`config.mk`:
```
export PLATFORM = sky130hd
export DESIGN_NAME = memory_reader
export DESIGN_NICKNAME = d
export VERILOG_FILES = /design/src/rtl/memory_reader.sv
export SDC_FILE = /design/constraint.sdc
export NUM_CORES = 2
export LEC_CHECK = 0
export ABC_CLOCK_PERIOD_IN_PS = 8350
export CELL_PAD_IN_SITES_DETAIL_PLACEMENT = 1
export CELL_PAD_IN_SITES_GLOBAL_PLACEMENT = 1
export CORE_UTILIZATION = 55
export DETAILED_ROUTE_END_ITERATION = 10
export GPL_ROUTABILITY_DRIVEN = 0
export GPL_TIMING_DRIVEN = 0
export PLACE_DENSITY_LB_ADDON = 0.1
export SLEW_MARGIN = 40
export SYNTH_ARGS = -nofsm -noshare
export SYNTH_HDL_FRONTEND = slang
export SYNTH_SLANG_ARGS = --single-unit
export TNS_END_PERCENT = 10
```
`constraint.sdc`:
```
create_clock -name clk -period 8.35 [get_ports clk]
set_input_delay 1.67 -clock clk [delete_from_list [all_inputs] [get_ports clk]]
set_output_delay 1.67 -clock clk [all_outputs]
set_load 0.05 [all_outputs]
```
`src/rtl/memory_reader.sv`:
```
// memory_reader
// Fetches a completed frame from memory as a series of INCR read bursts, with at most
// one burst outstanding. Returned beats go into a beat FIFO and are replayed as an
// AXI-stream master. tuser marks the first pixel of a frame; tlast marks the last pixel
// of each line.
//
// Ports:
//   clk, rst_n                        clock, asynchronous active-low reset
//   frame_ready, base_addr_in         frame request (sampled only while idle)
//   pixels_per_frame, frame_width     frame geometry, latched when the frame is accepted
//   start_read, read_addr, read_len   one-cycle burst request (len = beats - 1)
//   read_size, read_burst             constant beat size / INCR burst type
//   rd_data, rd_valid, rd_last        returned read beats (no backpressure)
//   m_axis_tdata/tvalid/tready        pixel stream
//   m_axis_tlast, m_axis_tuser        end of line / start of frame
//   busy, frame_done                  frame in progress / completion pulse
module memory_reader #(
    parameter int unsigned DATA_WIDTH = 32,
    parameter int unsigned ADDR_WIDTH = 32,
    parameter int unsigned BURST_LEN  = 16,
    parameter int unsigned FIFO_DEPTH = 32
) (
    input  logic                  clk,
    input  logic                  rst_n,
    input  logic                  frame_ready,
    input  logic [ADDR_WIDTH-1:0] base_addr_in,
    input  logic [31:0]           pixels_per_frame,
    input  logic [15:0]           frame_width,
    output logic                  start_read,
    output logic [ADDR_WIDTH-1:0] read_addr,
    output logic [31:0]           read_len,
    output logic [2:0]            read_size,
    output logic [1:0]            read_burst,
    input  logic [DATA_WIDTH-1:0] rd_data,
    input  logic                  rd_valid,
    input  logic                  rd_last,
    output logic [DATA_WIDTH-1:0] m_axis_tdata,
    output logic                  m_axis_tvalid,
    input  logic                  m_axis_tready,
    output logic                  m_axis_tlast,
    output logic                  m_axis_tuser,
    output logic                  busy,
    output logic                  frame_done
);

    localparam int unsigned BytesPerBeat = DATA_WIDTH / 8;
    localparam int unsigned PtrW         = $clog2(FIFO_DEPTH);
    localparam int unsigned CntW         = PtrW + 1;

    typedef enum logic [2:0] {
        StIdle,
        StWaitSpace,
        StIssue,
        StWaitData,
        StDrain
    } state_e;

    state_e state_q, state_d;

    logic [ADDR_WIDTH-1:0] addr_q;
    logic [31:0]           remaining_q;
    logic [31:0]           ppf_q;
    logic [15:0]           width_q;
    logic [31:0]           pix_cnt_q;
    logic [15:0]           col_cnt_q;

    logic [DATA_WIDTH-1:0] fifo_mem [FIFO_DEPTH];
    logic [PtrW-1:0]       wr_ptr_q;
    logic [PtrW-1:0]       rd_ptr_q;
    logic [CntW-1:0]       count_q;

    logic                  accept;
    logic                  push;
    logic                  pop;
    logic                  burst_done;
    logic                  fifo_empty;
    logic                  last_col;
    logic                  frame_complete;
    logic [31:0]           beats;
    logic [31:0]           free_entries;
    logic [ADDR_WIDTH-1:0] addr_step;

    // A zero-length frame request is dropped so the FSM never waits on an empty frame.
    assign accept         = (state_q == StIdle) && frame_ready && (pixels_per_frame != 32'd0);
    assign beats          = (remaining_q < 32'(BURST_LEN)) ? remaining_q : 32'(BURST_LEN);
    assign free_entries   = 32'(FIFO_DEPTH) - 32'(count_q);
    // Beats outside WAIT_DATA are strays and never reach the FIFO.
    assign push           = (state_q == StWaitData) && rd_valid;
    assign burst_done     = push && rd_last;
    assign fifo_empty     = (count_q == '0);
    assign pop            = !fifo_empty && m_axis_tready;
    // With frame_width = 0 this compares against 16'hFFFF, so the column counter simply
    // wraps through the full range.
    assign last_col       = (col_cnt_q == frame_width_m1(width_q));
    assign frame_complete = (pix_cnt_q == ppf_q);
    assign addr_step      = ADDR_WIDTH'(beats * 32'(BytesPerBeat));

    function automatic logic [15:0] frame_width_m1(input logic [15:0] w);
        return w - 16'd1;
    endfunction

    // ---------------------------------------------------------------- FSM
    always_ff @(posedge clk or negedge rst_n) begin
        if (!rst_n) begin
            state_q <= StIdle;
        end else begin
            state_q <= state_d;
        end
    end

    always_comb begin
        state_d = state_q;
        case (state_q)
            StIdle: begin
                if (accept) state_d = StWaitSpace;
            end
            // Only request a burst once the FIFO can absorb all of it, so the FIFO can
            // never overflow even with the stream stalled.
            StWaitSpace: begin
                if (free_entries >= beats) state_d = StIssue;
            end
            StIssue: begin
                state_d = StWaitData;
            end
            StWaitData: begin
                if (burst_done) state_d = (remaining_q == beats) ? StDrain : StWaitSpace;
            end
            StDrain: begin
                if (frame_complete) state_d = StIdle;
            end
            default: state_d = StIdle;
        endcase
    end

    always_comb begin
        start_read = (state_q == StIssue);
        read_addr  = start_read ? addr_q : '0;
        read_len   = start_read ? (beats - 32'd1) : 32'd0;
        busy       = (state_q != StIdle);
        frame_done = (state_q == StDrain) && frame_complete;
    end

    assign read_size  = 3'($clog2(BytesPerBeat));
    assign read_burst = 2'b01;

    // ---------------------------------------------------------------- frame datapath
    always_ff @(posedge clk or negedge rst_n) begin
        if (!rst_n) begin
            addr_q      <= '0;
            remaining_q <= '0;
            ppf_q       <= '0;
            width_q     <= '0;
        end else if (accept) begin
            addr_q      <= base_addr_in;
            remaining_q <= pixels_per_frame;
            ppf_q       <= pixels_per_frame;
            width_q     <= frame_width;
        end else if (burst_done) begin
            addr_q      <= addr_q + addr_step;
            remaining_q <= remaining_q - beats;
        end
    end

    // Pixel and column counters advance on every stream handshake.
    always_ff @(posedge clk or negedge rst_n) begin
        if (!rst_n) begin
            pix_cnt_q <= '0;
            col_cnt_q <= '0;
        end else if (accept) begin
            pix_cnt_q <= '0;
            col_cnt_q <= '0;
        end else if (pop) begin
            pix_cnt_q <= pix_cnt_q + 32'd1;
            col_cnt_q <= last_col ? 16'd0 : col_cnt_q + 16'd1;
        end
    end

    // ---------------------------------------------------------------- beat FIFO
    always_ff @(posedge clk or negedge rst_n) begin
        if (!rst_n) begin
            wr_ptr_q <= '0;
            rd_ptr_q <= '0;
            count_q  <= '0;
        end else begin
            if (push) wr_ptr_q <= wr_ptr_q + PtrW'(1);
            if (pop)  rd_ptr_q <= rd_ptr_q + PtrW'(1);
            if (push && !pop) begin
                count_q <= count_q + CntW'(1);
            end else if (pop && !push) begin
                count_q <= count_q - CntW'(1);
            end
        end
    end

    always_ff @(posedge clk) begin
        if (push) fifo_mem[wr_ptr_q] <= rd_data;
    end

    // ---------------------------------------------------------------- stream outputs
    assign m_axis_tvalid = !fifo_empty;
    assign m_axis_tdata  = m_axis_tvalid ? fifo_mem[rd_ptr_q] : '0;
    assign m_axis_tlast  = m_axis_tvalid && (width_q != 16'd0) && last_col;
    assign m_axis_tuser  = m_axis_tvalid && (pix_cnt_q == 32'd0);

endmodule

```
==> run_results.csv <==
group,metric,value,unit
power,irDropWorstVdd,299.1,uV
drt,postRouteAntennaNets,0,
synth,async_reset_ff_share,14.88,%
power,pwr-share-comb,38.4,%
hold_path,min_path_type,"reg -> reg",
grt,grt_pass1_vias,33210,
critical_path,cp-start-kind,"register",
die,core,0.09180,mm2
die,dieArea,0.09406,mm2
status,status,"finished clean",
critical_path,crit_path_max_incr_delay,0.73,ns
critical_path,crit_chain,"clkbuf_1, clkbuf_1, buf_2, mux4_2, mux4_2, mux2i_1, nor2_1, clkdlybuf4s50_1",
synth,synth_cell_types,73,
power,pwr-share-clk,25.9,%
critical_path,crit_fanout,10,
power,switchingPower,7.641,mW
grt,antenna_found_initial,3,
die,pin_count,225,
clock_network,cts_made_buffers,119,
timing,fmax,143.9,MHz
power,seq_power_share,35.6,%
finish,design_area,0.06097,mm2
clock_network,ctsResizeCount,0,
drt,vias,31150,
clock_network,cts.sinks,1203,
clock_network,htreeDepth,3,
synth,synthCells,2988,
die,start_util,55.62,%
power,p_leak,21.11,nW
synth,ys_seq_elements,1203,
clock_network,cts_tree,"yes",
critical_path,worstPathArrival,5.28,ns
synth,synth_edf_count,1024,
clock_network,postCtsSetupBuffers,0,
drt,vias_per_cell,6.470,
timing,finClkSkew,0.04213,ns
synth,synthesis.area,0.05106,mm2
critical_path,reg2reg_depth,16,
grt,grt_max_degree,73,
drt,met2_length,79800,um
clock_network,clk_pin_slew,0.07,ns
synth,avgSynthCellArea,17.09,um2
die,die_w,306.7,um
timing,slew_headroom,37.69,%
drt,wl_met1,56390,um
critical_path,critPathKind,"reg -> out",
grt,grt_overflow,0,
timing,fin_crit_sh,83.20,%
clock_network,worstSkewPairLatency,0.74,ns
finish,final_layout_size_suffix_gt1_share,20.86,%
drt,dr_wl_met3,12730,um
drt,drtIter0Drc,3515,
placement,port_buffers,219,
clock_network,cts_root_buf,"clkbuf_16",
drt,firstDrtPassIters,5,
hold_path,hold-path-cell-count,2,
power,intPower,13.33,mW
synth,yosysWarnings,0,
timing,final-hold-violation-count,0,
synth,ys_seq_area_share,68.99,%
drt,drc,0,
timing,setup_viol,0,
timing,worst_slew_pin_slew,0.9346,ns
power,swShare,36.43,%
clock_network,clock_path_buffers,3,
finish,nets,3668,
drt,post_drt_wl_per_cell,32.49,um
placement,dpl_cell_area,0.05712,mm2
critical_path,crit_slowest_cell,"clkdlybuf4s50_1",
grt,track_usage,33.80,%
timing,fin_crit,6.947,ns
critical_path,crit_path_end_kind,"output port",
placement,hpwlAfterDp,104200,um
timing,fin_worst_hold_slack,0.4787,ns
run,drv_cap,0,
die,die_y,306.7,um
drt,top_layer_used,"met5",
die,num_rows,111,
grt,grt_pass1_wl,227400,um
drt,wl,156400,um
clock_network,cts_hold_buf,0,
power,p_per_area,344.0,mW/mm2
critical_path,worst_ep_required_time,6.68,ns
timing,drv_slew,0,
synth,ys.flop_type,"edfxtp_1",
power,power,20.97,mW
finish,area_delta_synth_final,19.40,%
timing,rsz0062_at_grt,"no",
[cell usage after synthesis, types with 6 or more instances]
master | n | share of area (%)
a22oi_1 | 25 | 0.37
and3_1 | 30 | 0.37
o21ai_0 | 93 | 0.91
and4_1 | 8 | 0.14
mux2i_1 | 37 | 0.73
mux4_2 | 320 | 14
and2_1 | 37 | 0.45
nand2_1 | 272 | 2.0
a21o_1 | 23 | 0.34
xnor2_1 | 81 | 1.4
nor3_1 | 50 | 0.49
o31ai_1 | 6 | 0.088
nor2_1 | 162 | 1.2
o21bai_1 | 6 | 0.088
a21oi_1 | 60 | 0.59
xor2_1 | 53 | 0.91
or2_2 | 6 | 0.074
edfxtp_1 | 1024 | 60
nand4_1 | 31 | 0.38
buf_1 | 36 | 0.26
clkbuf_1 | 112 | 0.82
a211oi_1 | 6 | 0.088
or3_1 | 22 | 0.27
o211ai_1 | 12 | 0.18
or4_1 | 7 | 0.10
nand3_1 | 35 | 0.34
nor4_1 | 34 | 0.42
inv_1 | 37 | 0.27
a221oi_1 | 6 | 0.10
a221o_1 | 6 | 0.12
o311ai_0 | 7 | 0.12
ha_1 | 77 | 1.9
dfrtp_1 | 179 | 8.8
[metal layers]
metal	up-vias	GRT usage [%]
met1	16250	42.52
met2	1738	58.20
met5	-	0
met4	4	14.66
li1	12760	-
met3	394	5.582
[per-stage QoR]
| step | util (%) | std cells | worst slack, ns | TNS [ns] |
|---|---|---|---|---|
| 2_1_floorplan | - | 3043 | 3.155 | 0 |
| 3_3_place_gp | 59.93 | 4505 | -2.068 | -361.76 |
| 3_5_place_dp | 62.22 | 4592 | 2.272 | 0 |
| 4_1_cts | 66.48 | 4813 | 1.461 | 0 |
| 5_1_grt | 66.41 | 4814 | 1.404 | 0 |
| 6_report | 66.42 | 4815 | 1.403 | 0 |
[logic make-up (layout without fill, tap and decap cells)]
logic type / count (synthesis) / in the layout / share of synthesized area, %
AO/OA/AOI/OAI: 289 / 289 / 3.622
other: 2 / 58 / 0.01471
flip-flops: 1203 / 1203 / 68.99
buffers and inverters: 195 / 723 / 1.480
multiplexers: 360 / 360 / 14.90
adder cells (fa/ha/maj): 80 / 80 / 1.985
AND/OR/NAND/NOR: 725 / 725 / 6.706
XOR/XNOR: 134 / 134 / 2.298
[worst max-delay path, delay by kind of cell, from the launching register on]
| kind | cells | cell delay, ns |
|---|---|---|
| buffers and inverters | 4 | 2.44 |
| DFF | 1 | 0.41 |
| muxes | 3 | 1.60 |
| and+or+nand+nor | 1 | 0.09 |
[final cells by class]
type                            instances  area [um2]
Timing Repair Buffer                  307        3851
Antenna cell                            1       2.502
Clock inverter                         76       797.0
Fill cell                            7893       30830
Tap cell                             1243        1555
Buffer                                157       691.9
Multi-Input combinational cell       1645       15590
Sequential cell                      1203       35230
Inverter                               38       142.6
Clock buffer                          145        3115
[placed cells by master (no fill, tap or decap), types with 22 or more instances in the layout]
cell,count
mux2i_1,37
nor3_1,50
a21o_1,23
clkbuf_2,36
dfrtp_1,179
a21oi_1,60
mux4_2,320
o21ai_0,93
xor2_1,53
clkbuf_1,98
nand3_1,35
buf_16,40
conb_1,57
nor2_1,127
and3_1,30
nor4_1,31
nand4_1,31
ha_1,77
buf_8,48
xnor2_1,81
or3_1,22
a22oi_1,25
edfxtp_1,1024
clkdlybuf4s50_1,186
inv_1,37
nor2_4,34
clkinv_1,28
clkbuf_16,119
and2_1,37
buf_2,63
nand2_1,270
[path summary, 6_finish.rpt]
| path | start | to | slack [ns] |
|---|---|---|---|
| max | rd_ptr_q[0]$_DFFE_PN0P_ | m_axis_tdata[26] | 1.40 |
| min | addr_q[1]$_DFFE_PN0P_ | addr_q[1]$_DFFE_PN0P_ | 0.48 |
| max reg2reg | remaining_q[14]$_DFFE_PN0P_ | addr_q[19]$_DFFE_PN0P_ | 2.69 |
| min reg2reg | addr_q[1]$_DFFE_PN0P_ | addr_q[1]$_DFFE_PN0P_ | 0.48 |
| max in group asynchronous | rst_n | addr_q[20]$_DFFE_PN0P_ | 6.37 |
| min in group asynchronous | rst_n | width_q[3]$_DFFE_PN0P_ | 0.84 |
[power by group through the flow]
| stage | combinational, mW | clock (mW) | sequential [mW] |
|---|---|---|---|
| floorplan | 5.22 | 0 | 7.43 |
| global placement | 7.35 | 0 | 7.55 |
| detailed placement | 7.88 | 0 | 7.58 |
| CTS | 8.02 | 5.48 | 7.47 |
| global route | 8.48 | 5.63 | 7.53 |
| finish | 8.06 | 5.44 | 7.48 |
[state kept, by name, indices dropped and copies added (netlist names)]
name,cells
fifo_mem,1024
addr_q,32
pix_cnt_q,32
ppf_q,32
remaining_q,32
col_cnt_q,16
width_q,16
count_q,6
rd_ptr_q,5
wr_ptr_q,5
state_q,3
Note: power is estimated with default switching activity, not from simulation.
